===== config.mk =====
export PLATFORM = sky130hd
export DESIGN_NAME = ex_mem_pipe_stage
export DESIGN_NICKNAME = d
export VERILOG_FILES = /design/src/rtl/ex_mem_pipe_stage.sv
export SDC_FILE = /design/constraint.sdc
export NUM_CORES = 1
export LEC_CHECK = 0
export BUFFER_PORTS_ARGS = -buffer_cell sky130_fd_sc_hd__buf_2
export CAP_MARGIN = 20
export CORE_MARGIN = 1
export CORE_UTILIZATION = 54
export DETAILED_ROUTE_END_ITERATION = 12
export PLACE_DENSITY = 0.91
export SETUP_SLACK_MARGIN = 0.1
export SLEW_MARGIN = 25
export SYNTH_ARGS = -nofsm -noshare
export SYNTH_HDL_FRONTEND = slang
export SYNTH_SLANG_ARGS = --single-unit

===== constraint.sdc =====
create_clock -name clk -period 1.9 [get_ports clk]
set_clock_uncertainty 0.1 [all_clocks]
set_input_delay 0.19 -clock clk [delete_from_list [all_inputs] [get_ports clk]]
set_output_delay 0.19 -clock clk [all_outputs]
set_load 0.005 [all_outputs]

===== src/rtl/ex_mem_pipe_stage.sv =====
// Elastic EX->MEM pipeline register. A 2-entry skid buffer keeps in_ready registered.
// Optional stall counter: define EX_MEM_STALL_CNT_EN to add the stall_cycles output.
module ex_mem_pipe_stage #(
   parameter int DATA_W = 32,
   parameter int REG_W  = 5
) (
   input  logic              clk,
   input  logic              rst_n,
   input  logic              flush,
   input  logic              in_valid,
   output logic              in_ready,
   input  logic              RegWriteE,
   input  logic              MemtoRegE,
   input  logic              MemWriteE,
   input  logic [DATA_W-1:0] ALUInE,
   input  logic [DATA_W-1:0] WriteDataE,
   input  logic [REG_W-1:0]  WriteRegE,
   output logic              out_valid,
   input  logic              out_ready,
   output logic              RegWriteM,
   output logic              MemtoRegM,
   output logic              MemWriteM,
   output logic [DATA_W-1:0] ALUOutM,
   output logic [DATA_W-1:0] WriteDataM,
   output logic [REG_W-1:0]  WriteRegM,
   output logic [1:0]        occupancy
`ifdef EX_MEM_STALL_CNT_EN
   ,
   output logic [31:0]       stall_cycles
`endif
);

   typedef struct packed {
      logic              reg_write;
      logic              mem_to_reg;
      logic              mem_write;
      logic [DATA_W-1:0] alu;
      logic [DATA_W-1:0] wdata;
      logic [REG_W-1:0]  wreg;
   } entry_t;

   entry_t in_ent;
   entry_t h_q, h_d;
   entry_t s_q, s_d;
   logic   h_v_q, h_v_d;
   logic   s_v_q, s_v_d;
   logic   in_fire;
   logic   out_fire;
   logic   h_free;

   always_comb begin
      in_ent.reg_write  = RegWriteE;
      in_ent.mem_to_reg = MemtoRegE;
      in_ent.mem_write  = MemWriteE;
      in_ent.alu        = ALUInE;
      in_ent.wdata      = WriteDataE;
      in_ent.wreg       = WriteRegE;
   end

   assign in_ready = ~s_v_q;
   assign out_valid = h_v_q;
   assign in_fire  = in_valid & ~s_v_q;
   assign out_fire = h_v_q & out_ready;
   assign h_free   = ~h_v_q | out_fire;

   always_comb begin
      h_d   = h_q;
      s_d   = s_q;
      h_v_d = h_v_q;
      s_v_d = s_v_q;
      if (flush) begin
         // Data fields are left alone; only the valid bits are dropped.
         h_v_d = 1'b0;
         s_v_d = 1'b0;
      end else if (h_free) begin
         if (s_v_q) begin
            h_d   = s_q;
            h_v_d = 1'b1;
            s_v_d = 1'b0;
            if (in_fire) begin
               s_d   = in_ent;
               s_v_d = 1'b1;
            end
         end else if (in_fire) begin
            h_d   = in_ent;
            h_v_d = 1'b1;
         end else begin
            h_v_d = 1'b0;
         end
      end else if (in_fire) begin
         s_d   = in_ent;
         s_v_d = 1'b1;
      end
   end

   always_ff @(posedge clk or negedge rst_n) begin
      if (!rst_n) begin
         h_q   <= '0;
         s_q   <= '0;
         h_v_q <= 1'b0;
         s_v_q <= 1'b0;
      end else begin
         h_q   <= h_d;
         s_q   <= s_d;
         h_v_q <= h_v_d;
         s_v_q <= s_v_d;
      end
   end

   // Control bits are masked so a bubble can never write the register file or memory.
   assign RegWriteM  = h_q.reg_write  & h_v_q;
   assign MemtoRegM  = h_q.mem_to_reg & h_v_q;
   assign MemWriteM  = h_q.mem_write  & h_v_q;
   assign ALUOutM    = h_q.alu;
   assign WriteDataM = h_q.wdata;
   assign WriteRegM  = h_q.wreg;
   assign occupancy  = {1'b0, h_v_q} + {1'b0, s_v_q};

`ifdef EX_MEM_STALL_CNT_EN
   logic [31:0] stall_q;

   always_ff @(posedge clk or negedge rst_n) begin
      if (!rst_n) begin
         stall_q <= '0;
      end else if (h_v_q && !out_ready && (stall_q != 32'hFFFF_FFFF)) begin
         stall_q <= stall_q + 32'd1;
      end
   end

   assign stall_cycles = stall_q;
`endif

endmodule

==> summary.txt <==
Worst setup path
  – Crit-path cells: buf_12 > ha_1 > buf_2
  – CP max FO: 6
  – Worst setup SP type: register
  – R2R Path End: s_q[25]$_DFFE_PN0P_
  – R2R depth: 4
  – Slowest stage cell, crit path: dfrtp_4
  – Arr. time, crit path: 1450 ps
  – CP Class: reg -> out
  – Worst setup EP type: output port
  – Critical Path RT: 1610 ps
  – Slowest stage delay, CP: 520 ps
  – Reg2reg setup slack: 170 ps
  – Critical R2R Launch: s_v_q$_DFFE_PN0P_

Layout
  – # nets final: 716
  – # diodes: 0
  – Share of cells above drive strength 1: 0.633
  – Fin cells: 819
  – Area growth syn-to-layout: 27.1%

Route
  – Vias per cell: 5.16
  – WL per Instance: 17.8 um
  – DR pass1 iterations: 4
  – Initial DRC Count: 165
  – DRT Wirelength: 14600 um
  – DRC Markers: 0
  – Post-route ant nets: 0
  – Via Count: 4224

GRT
  – Met1 Use GR: 0.271
  – Antenna violations before repair: 0
  – Number of global-route vias before repair: 4710
  – Largest net degree at the start of global routing: 48
  – GRT Overall Usage: 0.237
  – First-pass GRT wire length: 23500 um
  – Grt ovf: 0
  – Most utilized layer in the global route result: met2
  – Met2 usage: 0.418
  – Met3 Use GR: 0.0648

Power
  – Seq pwr share: 0.451
  – Peak supply drop: 0.000655 V
  – Pint: 7.04 mW
  – Portion of total power attributed to the clock network: 0.378
  – Net Switching: 2.18 mW
  – Sw Share: 0.236
  – Leak: 4.01 nW
  – Pwr dens: 1050 mW/mm^2
  – Gate power share: 0.170

Synthesis
  – Mapped Area: 0.00689 mm^2
  – Yosys warnings: 0
  – Share of the synthesized area in the top cell type: 0.530
  – Most frequent cells after synthesis: mux2_2, dfrtp_1, buf_4, buf_6, buf_2
  – Top_reg_cell synth: dfrtp_1
  – Number of synthesized register bits: 146
  – Syn_nets: 544
  – Synth async-reset ratio: 1.00
  – Distinct cell type count after synthesis: 16
  – Number of synthesized flops with an enable pin: 0
  – Seq/Total Area, Yosys: 0.530
  – Mapped Cells: 466
  – Post-Syn Area per Cell: 14.8 um^2
  – Synth area leader: dfrtp_1
  – Most frequent cell after synthesis: mux2_2
  – Top cells by area, synth: dfrtp_1, mux2_2, buf_4, buf_6, mux2_1

Min path
  – Cells on Worst Hold Path: 3
  – Hold Startpoint: in_valid
  – Hold Crit Class: in -> reg
  – Hold Path Sink: s_v_q$_DFFE_PN0P_

CTS
  – H-tree levels: 4
  – Clock-pin slew on the worst setup and hold paths: 60 ps
  – CTS root buffer: clkbuf_16
  – Clock Latency Late Sink: 420 ps
  – Num CTS Buffers: 17
  – Bufs on Longest Clock Path: 2
  – CTS sink cnt: 146
  – CTS tree: built

STA
  – Setup TNS: 0 ps
  – Final setup viols: 0
  – Final Max Tran Viols: 0
  – Max transition margin: 0.690
  – Final Hold Vio Count: 0
  – Fin crit period: 1740 ps
  – Period utilization: 0.918
  – Worst Tran Pin Value: 465 ps
  – Unrepaired setup endpoints after global routing: no
  – Maximum clock rate: 0.573 GHz

Floorplan
  – Starting density of the core: 0.565
  – Die Ht: 115 um
  – I/O pin total: 153
  – Die W: 115 um
  – Core footprint: 0.0122 mm^2
  – FP Rows: 40
  – DIE AREA: 0.0132 mm^2

Placed design
  – Buffers on Ports: 152
  – DP Wirelength: 8610 um
  – RePlAce Congestion: 0.707
  – Cells after DPL: 707

Outcome
  – Status: complete, no violations

Job
  – Maximum capacitance violations: 0
==> per-stage QoR <==
stage               utilization  power, mW  cell area, um^2  setup WS, ps  hold WS [ps]
floorplan                     -       5.30             6890           194          -206
global placement          0.601       5.47             7340           260          52.2
detailed placement        0.601       5.62             7340           211          62.2
CTS                       0.715       9.25             8730           101          68.9
global route              0.718       9.65             8760           103          93.9
finish                    0.718       9.22             8760           156          74.6
==> kinds of logic after synthesis <==
family / share of synthesized area
multiplexers: 0.353
flip-flops: 0.530
buffers and inverters: 0.103
AND/OR/NAND/NOR: 0.0114
AO/OA/AOI/OAI: 0.000725
adder cells (fa/ha/maj): 0.00181
==> flip-flops by register name, indices dropped and copies added (netlist names) <==
name        flops
s_v_q           1
ALUOutM        32
s_q            72
WriteDataM     32
h_q             3
WriteRegM       5
out_valid       1
==> power groups by stage <==
| stage | logic [mW] | registers [mW] | clock network, mW |
|---|---|---|---|
| 2_1_floorplan | 1.24 | 4.06 | 0 |
| 3_3_place_gp | 1.35 | 4.12 | 0 |
| 3_5_place_dp | 1.43 | 4.18 | 0 |
| 4_1_cts | 1.56 | 4.13 | 3.55 |
| 5_1_grt | 1.71 | 4.23 | 3.71 |
| 6_report | 1.57 | 4.16 | 3.49 |
==> critical path: cells and delay by family, from the launching register on <==
family / cells / cell delay [ps]
DFF: 1 / 520
buffers and inverters: 2 / 270
adders and majority gates: 1 / 250
==> layout make-up <==
class,count,area (um^2)
Sequential cell,146,3660
Timing Repair Buffer,244,1740
Fill cell,793,3450
Clock inverter,11,159
Tap cell,168,210
Multi-Input combinational cell,228,2540
Inverter,1,3.75
Clock buffer,21,460
==> timing repair <==
action | 4_1_cts | 5_1_grt
pin swaps | 0 | 0
buffers inserted | 0 | 4
endpoints found under the setup margin | 1 | 1
gates resized for setup | 2 | 1
cloned | 0 | 0
hold buffers | 76 | 0
endpoints found under the hold margin | 146 | 0
==> cell usage in the layout (no fill, tap or decap) <==
cell / instances
mux2_2: 210
buf_2: 151
dfrtp_1: 145
dlygate4sd3_1: 76
clkbuf_16: 17
buf_4: 9
buf_12: 7
mux2_1: 6
clkinv_2: 6
bufinv_16: 4
and2_1: 3
nor2_1: 2
clkbuf_8: 2
clkbuf_1: 2
inv_1: 1
nor2b_4: 1
nor3_4: 1
nand3_4: 1
or2b_1: 1
a21oi_1: 1
nor3_1: 1
ha_1: 1
clkinv_4: 1
buf_6: 1
dfrtp_4: 1
==> per-layer routing <==
layer  part of all wire  wire, um
met5                  0         0
met4              0.020       285
met3              0.058       846
met2               0.52      7570
met1               0.40      5850
==> how the worst max path moves through the flow <==
| stage | from | endpoint | slack (ps) | cells past startpoint |
|---|---|---|---|---|
| after floorplan | out_valid$_DFFE_PN0P_ | WriteDataM[20]$_DFFE_PN0P_ | 190 | 4 |
| after global placement | s_v_q$_DFFE_PN0P_ | ALUOutM[30]$_DFFE_PN0P_ | 260 | 3 |
| after detailed placement | s_v_q$_DFFE_PN0P_ | ALUOutM[11]$_DFFE_PN0P_ | 210 | 3 |
| after CTS | s_v_q$_DFFE_PN0P_ | occupancy[0] | 100 | 3 |
| after global routing | s_v_q$_DFFE_PN0P_ | s_q[27]$_DFFE_PN0P_ | 100 | 4 |
| final | s_v_q$_DFFE_PN0P_ | occupancy[0] | 160 | 3 |
No activity file was read; power rests on OpenSTA's default activity.
